**src/rtl/enc16to4_req_queue.sv**
```systemverilog
// Buffered 16-to-4 priority encoder: pending requests issue lowest index
// first through a one-entry valid/ready output slot.
module enc16to4_req_queue (
    input  logic        CLK,
    input  logic        RST_N,
    input  logic [15:0] REQ,
    input  logic        CLR,
    input  logic        READY,
    output logic [3:0]  OUT,
    output logic        VALID,
    output logic [15:0] PEND,
    output logic        DROP,
    output logic        IDLE
);

    logic [15:0] p_q, p_d;
    logic [3:0]  out_q, out_d;
    logic        valid_q, valid_d;
    logic        drop_q, drop_d;

    logic [15:0] low_bit;
    logic [15:0] load_mask;
    logic [3:0]  sel;
    logic        accept;
    logic        load;

    // Isolate the lowest set bit; bit 0 has highest priority.
    assign low_bit = p_q & (~p_q + 16'd1);

    always_comb begin
        sel = 4'd0;
        for (int i = 0; i < 16; i++) begin
            if (low_bit[i]) sel = sel | i[3:0];
        end
    end

    assign accept    = valid_q && READY;
    assign load      = (!valid_q || accept) && (p_q != 16'd0);
    assign load_mask = load ? low_bit : 16'd0;

    always_comb begin
        p_d     = (p_q & ~load_mask) | REQ;
        out_d   = out_q;
        valid_d = valid_q;
        drop_d  = |(REQ & p_q & ~load_mask);
        if (CLR) begin
            p_d     = 16'd0;
            valid_d = 1'b0;
            drop_d  = 1'b0;
        end else if (load) begin
            out_d   = sel;
            valid_d = 1'b1;
        end else if (accept) begin
            valid_d = 1'b0;
        end
    end

    always_ff @(posedge CLK or negedge RST_N) begin
        if (!RST_N) begin
            p_q     <= 16'd0;
            out_q   <= 4'd0;
            valid_q <= 1'b0;
            drop_q  <= 1'b0;
        end else begin
            p_q     <= p_d;
            out_q   <= out_d;
            valid_q <= valid_d;
            drop_q  <= drop_d;
        end
    end

    assign OUT   = out_q;
    assign VALID = valid_q;
    assign PEND  = p_q;
    assign DROP  = drop_q;
    assign IDLE  = (p_q == 16'd0) && !valid_q;

endmodule

```
**config.mk**
```make
export PLATFORM = sky130hd
export DESIGN_NAME = enc16to4_req_queue
export DESIGN_NICKNAME = d
export VERILOG_FILES = /design/src/rtl/enc16to4_req_queue.sv
export SDC_FILE = /design/constraint.sdc
export NUM_CORES = 1
export LEC_CHECK = 0
export BUFFER_PORTS_ARGS = -buffer_cell sky130_fd_sc_hd__buf_4
export CAP_MARGIN = 20
export CELL_PAD_IN_SITES_DETAIL_PLACEMENT = 1
export CELL_PAD_IN_SITES_GLOBAL_PLACEMENT = 1
export CORE_MARGIN = 1.5
export CORE_UTILIZATION = 38
export DETAILED_ROUTE_END_ITERATION = 12
export PLACE_DENSITY_LB_ADDON = 0.12
export SLEW_MARGIN = 40
export SYNTH_ARGS = -nofsm -noshare
export SYNTH_HDL_FRONTEND = slang
export SYNTH_SLANG_ARGS = --single-unit
```
**constraint.sdc**
```tcl
create_clock -name CLK -period 2.9 [get_ports CLK]
set_input_delay 0.435 -clock CLK [delete_from_list [all_inputs] [get_ports CLK]]
set_output_delay 0.435 -clock CLK [all_outputs]
set_load 0.005 [all_outputs]
```
==> results by group, run 1 <==
Run status
  – Run status: completed

Clocking
  – CTS Root Buffer Type: clkbuf_4
  – Clk_lat worst skew: 0.32 ns
  – Clk sinks: 22
  – Clock-pin slew on the worst setup and hold paths: approximately 0.12 ns
  – CTS max path bufs: 2
  – CTS tree: built
  – # H-tree levels: 1
  – Cts bufs inserted: 3
  – Resized cells post-CTS: 0

Global route
  – Grt ovf: 0
  – Largest net degree at the start of global routing: 23
  – First-pass GRT wire length: approximately 6100 um
  – Total track usage: 23.3%
  – Vias in the first global route: 1,230
  – Initial antenna violation count: 0

Setup path
  – Worst path required time: about 2.5 ns
  – Kind of critical path: reg2out
  – Worst reg2reg path endpoint: DROP
  – Critical path endpoint category: output pin
  – Max FO, Critical Path: 10
  – CP max-delay cell: nor4_4
  – R2r setup slk: between 0.4 and 0.5 ns
  – Crit-path cells: nor4_4, nand4_1, nor2_1, buf_4
  – Critical path startpoint category: register
  – CP startpoint: PEND[2]
  – R2R depth: 6
  – Crit path to: IDLE
  – CP bufs+invs: 1
  – Crit. path cell count: 4
  – CP max stage delay: about 0.57 ns
  – RR Startpoint: PEND[2]
  – Critical path arrival: between 2 and 2.5 ns
  – Critical path's top delay family: simple AND/OR/NAND/NOR gates

STA
  – Min Tclk post-route: 2.47 ns
  – Post-route clock period utilization: roughly 85%
  – Slew headroom: about three fifths
  – # setup viols final: 0
  – WHS: around 0.33 ns
  – Unrepaired setup endpoints after global routing: false
  – Max-slew violations: 0
  – TNS Setup: 0 ns
  – Final hold violation count: 0
  – Final Skew: slightly above 0.007 ns
  – Slew @ Worst Pin: ~0.60 ns
  – Fmax: roughly 410 MHz

Placed design
  – Hpwl dp: around 2800 um
  – Post-Place Cells: 221
  – Port-buffer cells: 42
  – RD Place Congestion: 0.832

Drt
  – DR DRC count: 0
  – Final ANT Viol Nets: 0
  – Vias per cell: roughly 5.5
  – WL/cell: around 16 um
  – Via count: around 1,200
  – Final WL: about 3700 um
  – First DRT Iteration DRCs: 26
  – DRT Pass-1 Iters: 4

Floorplanning
  – Starting density of the core: around two fifths
  – Core Area: roughly 3100 sq um
  – # IOs: 43
  – Rows: 20
  – Die Y: about 60 um
  – Die width: between 50 and 60 um
  – Die area: roughly 3600 sq um

Logic synthesis
  – Synth cell types: 35
  – Syn_area_per_cell: 8.70 sq um
  – Yosys Warn Count: 0
  – Sequential area share after synthesis: between 40% and 50%
  – FF+latch count, synth: 22
  – Syn Nets: 160
  – Post-synthesis cell area: between 1000 and 1500 sq um
  – Cell count after synthesis: 140

Power
  – P_int: 466 uW
  – Clock network fraction of total power: between 20% and 30%
  – Register share of total power: between 50% and 60%
  – PwrDens: around 430 nW/um^2
  – Sw power: 215 uW
  – VDD IR max: around 0.21 mV
  – Switching share of power: roughly a third
  – Leakage Power: 0.739 nW
  – Power, Total: approximately 680 uW
  – Combinational share of power: between 20 and 25%

Cells and area
  – Final net count: slightly above 200
  – Layout cells sized above 1: 27.6%
  – Area Growth Syn to Fin: 30.9%
  – Antenna diodes: 0
  – Fin cells: 225
  – Post-layout util: a little over half

Run
  – Max_cap viols: 0

Worst hold path
  – Hold path depth: 3
  – Hold Crit Start: REQ[1]
  – Hold crit path type: in2reg
[placed cells by master, fill, tap and decap left out, types with 2 or more instances in the layout]
cell type | netlist | final
buf_4 | 0 | 42
a31oi_1 | 3 | 3
inv_1 | 8 | 8
nor4_2 | 2 | 2
o31ai_1 | 2 | 2
nor3_1 | 2 | 2
o211ai_1 | 2 | 2
clkbuf_4 | 0 | 3
nand3_1 | 9 | 9
nor4_1 | 2 | 2
or2_1 | 2 | 2
nand2b_1 | 4 | 4
a21oi_1 | 22 | 22
nand2_1 | 5 | 5
dfrtp_1 | 22 | 22
nand4_1 | 2 | 2
o21ai_0 | 5 | 5
and3_1 | 3 | 3
o21a_1 | 3 | 3
nor2_1 | 22 | 22
[worst min path at each step]
stage,endpoint
after detailed placement,OUT[0]
after floorplan,DROP
after global routing,PEND[11]
after global placement,OUT[0]
final,PEND[1]
after CTS,PEND[1]
[stage by stage]
| step | cell area [sq um] | setup WS, ns |
|---|---|---|
| 6_report | 1590 | 0.435 |
| 5_1_grt | 1590 | 0.231 |
| 4_1_cts | 1590 | 0.428 |
| 3_5_place_dp | 1560 | 0.552 |
| 3_3_place_gp | 1560 | 0.657 |
| 2_1_floorplan | 1220 | 0.878 |
[cell type report]
class                           count  area [sq um]
Clock buffer                        3          22.5
Inverter                            8          30.0
Sequential cell                    22           551
Tap cell                           44          55.1
Fill cell                         409          1460
Timing Repair Buffer               43           325
Multi-Input combinational cell    105           611
[power by group through the flow]
stage | clock, mW | sequential (mW) | combinational, mW
detailed placement | 0 | 0.374 | 0.169
finish | 0.144 | 0.368 | 0.169
global route | 0.156 | 0.373 | 0.188
global placement | 0 | 0.371 | 0.165
CTS | 0.152 | 0.368 | 0.171
floorplan | 0 | 0.365 | 0.0847
[registers in the layout, summed over array words and instances, names as in the netlist]
signal and cells:
OUT 4, DROP 1, VALID 1, PEND 16
[logic make-up after synthesis]
logic type | after synthesis | share of synthesized area (%)
multiplexers | 1 | 0.925
AO/OA/AOI/OAI | 46 | 22.8
buffers and inverters | 13 | 4.62
AND/OR/NAND/NOR | 58 | 26.4
flip-flops | 22 | 45.2
[per-layer routing]
metal  vias to the layer above  global-route usage [%]  part of all wire (%)
li1                        590                       -                     -
met1                       601                    29.6                    44
met2                        33                    39.2                    49
met3                         8                    2.84                   4.2
met4                         0                    10.5                   2.5
met5                         -                       0                     0
[synth_stat cells, drive strengths merged]
cell type | instances | area, sq um
nor4 | 5 | 58.8
o211a | 1 | 10.0
o311ai | 1 | 8.76
nor2 | 22 | 82.6
buf | 1 | 11.3
clkbuf | 4 | 15.0
dfrtp | 22 | 551
a32oi | 1 | 8.76
o21ai | 6 | 30.0
nand4 | 3 | 25.0
o31ai | 2 | 15.0
mux2 | 1 | 11.3
a2bb2oi | 1 | 8.76
nand2 | 5 | 18.8
a21boi | 1 | 7.51
a21oi | 22 | 110
or2 | 2 | 12.5
o21bai | 1 | 7.51
o21a | 3 | 22.5
and3 | 3 | 18.8
inv | 8 | 30.0
and4 | 1 | 8.76
a31oi | 3 | 18.8
and2 | 1 | 6.26
nand3 | 10 | 55.1
nand2b | 4 | 25.0
nor3 | 2 | 10.0
o211ai | 2 | 15.0
a41oi | 1 | 8.76
o22ai | 1 | 6.26
[repair_timing]
item / CTS / global route
endpoints found under the hold margin: 22 / 0
setup buffers: 0 / 0
hold buffers: 1 / 0
[worst reg2reg max path, stage by stage, from the launching register on]
cell and delay, ns:
dfrtp_1 0.51, nor4_4 0.57, nand3_2 0.18, o31ai_1 0.35
o211ai_1 0.14, nor4_1 0.35, a41oi_1 0.18
Note: power is estimated with default switching activity, not from simulation.
==> run 2, diff against run 1 <==
Settings changed: BUFFER_PORTS_ARGS -buffer_cell sky130_fd_sc_hd__buf_4 to -buffer_cell sky130_fd_sc_hd__buf_2, CORE_UTILIZATION 38 to 32, REMOVE_ABC_BUFFERS set to 1.
Clock period 2.9 ns to 2.1 ns, I/O delays scaled along.
==> run 2 against run 1 <==
  * Global-route usage shrank 2.4 points
  * Clock skew is 0.00084 ns lower
  * Sequential share of layout area is 1.8 points lower
  * Non-clock buffer count up 18
  * Setup slack got worse by 0.30 ns
  * Sequential power rose by 33%
  * Hold slack worse by 0.32 ns
  * Critical path depth up 3
==> results by group, run 2 (synthesized netlist as in run 1, its figures left out) <==
Power
  – Leakage Power: between 0.8 and 0.9 nW
  – VDD IR max: 0.330 mV
  – PwrDens: 616 nW/um^2

STA
  – Final Skew: between 0.006 and 0.007 ns
  – TNS Setup: 0 ns
  – Unrepaired setup endpoints after global routing: true
  – Min Tclk post-route: about 2.0 ns
  – Fmax: between 500 and 600 MHz
  – Slew headroom: roughly two thirds
  – Slew @ Worst Pin: about 0.53 ns
  – # setup viols final: 0
  – Max-slew violations: 0
  – WHS: ~0.014 ns
  – Final hold violation count: 0
  – Post-route clock period utilization: between 90% and 100%
  – Worst setup margin: 0.132 ns

Placed design
  – Hpwl dp: about 3100 um
  – Post-Place Cells: about 240
  – Port-buffer cells: 42
  – Setup WS pre-CTS: -0.0162 ns
  – RD Place Congestion: a little over 0.9

Cells and area
  – Most common cell after layout, fill and taps aside: buf_2
  – Fin cells: between 200 and 250
  – Final net count: between 200 and 250
  – Commonest non-fill, non-tap cells in the layout: 42 x buf_2, 22 x nor2_1, 22 x a21oi_1
  – Area Growth Syn to Fin: 38.4%
  – Largest register FFs: 16
  – Layout cells sized above 1: 37.7%
  – Antenna diodes: 0
  – # fillers: around 470

Clocking
  – # H-tree levels: 1
  – Clock-pin slew on the worst setup and hold paths: around 0.080 ns
  – CTS Root Buffer Type: clkbuf_8
  – Clk sinks: 22
  – Cts hold-fix bufs: 0
  – Cts bufs inserted: 3
  – CTS tree: built
  – Clk_lat worst skew: 0.27 ns
  – CTS max path bufs: 2

Setup path
  – Critical path startpoint category: register
  – Kind of critical path: reg2reg
  – Worst path required time: between 2 and 2.5 ns
  – RR Startpoint: PEND[6]
  – Max FO, Critical Path: 6
  – Critical path arrival: around 2.1 ns
  – Critical path endpoint category: register
  – CP startpoint: PEND[6]

Global route
  – Busiest layer in global routing: met2
  – GR Util met3: around 3.6%
  – Met1 GRT Util: ~27%
  – Vias in the first global route: 1,371
  – Met2 usage: approximately 36%
  – Grt ovf: 0
  – Initial antenna violation count: 0
  – Largest net degree at the start of global routing: 23
  – First-pass GRT wire length: approximately 6700 um
  – Total track usage: roughly a fifth

Floorplanning
  – Die width: about 65 um
  – Die area: between 4000 and 5000 sq um
  – Starting density of the core: 33.3%
  – Rows: 22
  – # IOs: 43
  – Core Area: ~3700 sq um
  – Die Y: ~65 um

Worst hold path
  – Hold crit path type: in2async

Drt
  – First DRT Iteration DRCs: 63
  – WL/cell: about 17 um
  – DRT Pass-1 Iters: 4
  – Vias per cell: about 5.4
  – Via count: 1,331
  – Final WL: 4100 um
  – Final ANT Viol Nets: 0
  – DR DRC count: 0

Run status
  – Run status: completed

Run
  – Max_cap viols: 0
==> run 2: changes by cell type in the layout (fill, tap and decap cells not counted), sizes merged <==
cell         delta
buf            +19
dlygate4sd3     -1
==> run 2: cell type report <==
cell class                      count  area (sq um)  area share (%)
Timing Repair Buffer               61           357            21.2
Inverter                            8          30.0            1.78
Tap cell                           48          60.1            3.56
Clock buffer                        3          41.3            2.45
Multi-Input combinational cell    105           646            38.3
Sequential cell                    22           552            32.7
==> run 2: final timing paths <==
path                             to  slack (ns)  cells past startpoint
setup / recovery               DROP        0.13                      7
hold reg to reg              OUT[3]        0.49                      1
hold / removal              PEND[4]        0.01                      1
max in group asynchronous   PEND[6]        1.71                      1
setup reg to reg               DROP        0.13                      7
min in group CLK           PEND[15]        0.26                      3
==> run 2: layer usage <==
metal  vias up  wire, um
li1        628         -
met1       667      1900
met2        33      2000
met3         3       156
met4         0        36
met5         -         0
==> run 2: critical path: stages (launching register included) <==
cell and delay [ns]:
dfrtp_2 0.45, nor4_2 0.27, buf_4 0.19, nand4_4 0.11, or2_4 0.27, o311ai_2 0.21, and4_1 0.22, a41oi_1 0.10
==> run 2: through the flow <==
stage	util, %	area (sq um)	power, mW
after CTS	44.9	1650	1.04
after detailed placement	43.6	1600	0.760
after global placement	43.6	1600	0.752
final	46.0	1690	1.04
after global routing	46.0	1690	1.10
after floorplan	-	1190	0.613
==> run 2: power breakdown <==
group	switching (mW)	internal, mW
registers	0.0311	0.458
logic	0.152	0.125
clock network	0.145	0.129
total	0.327	0.711
==> run 2: repair_timing <==
action | 4_1_cts | 5_1_grt
pin swaps | 1 | 5
gates resized for setup | 0 | 11
setup endpoints to repair | 1 | 3
setup buffers | 1 | 0
==> run 3, diff against run 2 <==
Settings changed: CORE_UTILIZATION 32 to 33, CTS_BUF_LIST set to sky130_fd_sc_hd__clkbuf_4 sky130_fd_sc_hd__clkbuf_8, REMOVE_ABC_BUFFERS 1 to not set.
==> run 3 against run 2 <==
  * Non-clock buffer count is 4 lower
  * Core utilization is 2.7 points higher
  * Via count is 2.7% lower
  * Fmax is 3.4% lower
  * Largest cell class unchanged
  * Highest routed layer unchanged
==> results by group, run 3 (synthesized netlist as in run 1, its figures left out) <==
STA
  – Slew @ Worst Pin: a little over 0.5 ns
  – Max-slew violations: 0
  – Fmax: slightly below 500 MHz
  – Slew headroom: between 60% and 70%
  – Min Tclk post-route: 2.04 ns
  – Post-route clock period utilization: between 90% and 100%
  – Final Skew: approximately 0.0087 ns
  – # setup viols final: 0
  – Final hold violation count: 0
  – WHS: between 0.009 and 0.01 ns

Floorplanning
  – Die area: 4060 sq um
  – # IOs: between 40 and 50
  – Rows: 21
  – Die Y: about 64 um
  – Die width: about 64 um
  – Starting density of the core: between 30% and 40%
  – Core Area: about 3400 sq um

Drt
  – Via count: 1,295
  – DRT Pass-1 Iters: 4
  – Final ANT Viol Nets: 0
  – WL/cell: roughly 17 um
  – Vias per cell: 5.35
  – DR DRC count: 0
  – First DRT Iteration DRCs: between 60 and 70
  – Final WL: around 4100 um

Global route
  – Met2 usage: a little over a third
  – First-pass GRT wire length: 6630 um
  – Total track usage: a little over a fifth
  – Initial antenna violation count: 0
  – Grt ovf: 0
  – Met1 GRT Util: between 20% and 30%
  – GR Util met3: between 3 and 4%
  – Vias in the first global route: 1,343
  – Largest net degree at the start of global routing: 23
  – Busiest layer in global routing: met2

Cells and area
  – Final Instance Area: around 1700 sq um
  – Area Growth Syn to Fin: 37.7%
  – Antenna diodes: 0
  – Most common cell after layout, fill and taps aside: buf_2
  – Commonest non-fill, non-tap cells in the layout: 42 x buf_2, 22 x nor2_1, 22 x a21oi_1
  – Post-layout util: 48.7%
  – Layout cells sized above 1: between 30% and 40%
  – Final net count: about 220
  – Largest register FFs: 16

Setup path
  – Critical path startpoint category: register
  – Critical path's top delay family: simple AND/OR/NAND/NOR gates
  – Critical path endpoint category: register
  – CP bufs+invs: 1
  – CP max-delay cell: dfrtp_2
  – Max FO, Critical Path: 6
  – Critical path arrival: 2.17 ns
  – Worst path required time: 2.24 ns
  – Crit-path cells: nor4_2, buf_4, nand4_2, or2_1, o311ai_1, and4_1, a41oi_1
  – Kind of critical path: reg2reg
  – CP max stage delay: 0.45 ns

Power
  – Sw power: roughly 330 uW
  – Switching share of power: between 20% and 30%
  – Register share of total power: about 43%
  – Leakage Power: roughly 0.8 nW
  – VDD IR max: 0.370 mV
  – P_int: 831 uW
  – PwrDens: a little under 700 nW/um^2
  – Clock network fraction of total power: a little over a third
  – Combinational share of power: between 20% and 30%

Clocking
  – Clk_lat worst skew: between 0.2 and 0.3 ns
  – Cts bufs inserted: 3
  – CTS tree: built
  – # H-tree levels: 1
  – Cts hold-fix bufs: 0
  – CTS Root Buffer Type: clkbuf_8
  – CTS max path bufs: 2
  – Clk sinks: 22
  – Clock-pin slew on the worst setup and hold paths: ~0.090 ns

Placed design
  – RD Place Congestion: about 0.85
  – Hpwl dp: between 3000 and 4000 um
  – Port-buffer cells: 42
  – Placed Area: between 1500 and 2000 sq um

Run
  – Max_cap viols: 0

Run status
  – Run status: completed

Worst hold path
  – Hold crit path type: in2async
run 3: layout make-up:
type / instances / area, sq um
Clock inverter: 1 / 30.0
Clock buffer: 3 / 41.3
Tap cell: 46 / 57.6
Timing Repair Buffer: 57 / 327
Sequential cell: 22 / 552
Multi-Input combinational cell: 105 / 639
Fill cell: 432 / 1770
Inverter: 8 / 30.0
run 3: timing repair:
item / CTS / global route
endpoints found under the setup margin: 2 / 3
gates resized for setup: 0 / 7
pin swaps: 1 / 1
setup buffers: 1 / 1
endpoints found under the hold margin: 0 / 0
run 3: path summary, 6_finish.rpt:
path	slack, ns	from	cells after the start	to
min in group CLK	0.28	REQ[4]	3	PEND[4]
hold / removal	0.009	RST_N	1	PEND[1]
max in group asynchronous	1.72	RST_N	1	PEND[6]
setup / recovery	0.06	PEND[6]	7	DROP
hold reg to reg	0.49	OUT[1]	1	OUT[1]
setup reg to reg	0.06	PEND[6]	7	DROP
run 3: per-layer routing:
layer,wire length (um),vias to the layer above
met5,0,-
met1,1900,627
met2,1970,40
met3,221,6
li1,-,622
met4,41,0
run 3: power by group through the flow:
stage | Combinational [mW] | Sequential, mW | Clock, mW
global placement | 0.246 | 0.498 | 0
finish | 0.262 | 0.496 | 0.406
detailed placement | 0.250 | 0.501 | 0
CTS | 0.256 | 0.492 | 0.413
floorplan | 0.117 | 0.505 | 0
global route | 0.291 | 0.502 | 0.435
run 3: stage by stage:
| step | power [mW] | cells | TNS [ns] | setup WS [ns] |
|---|---|---|---|---|
| 2_1_floorplan | 0.622 | 140 | 0 | 0.0782 |
| 3_3_place_gp | 0.744 | 236 | 0 | 0.103 |
| 3_5_place_dp | 0.750 | 236 | -0.0300 | -0.0300 |
| 4_1_cts | 1.16 | 241 | 0 | 0.0279 |
| 5_1_grt | 1.23 | 242 | -0.0642 | -0.0535 |
| 6_report | 1.16 | 242 | 0 | 0.0638 |
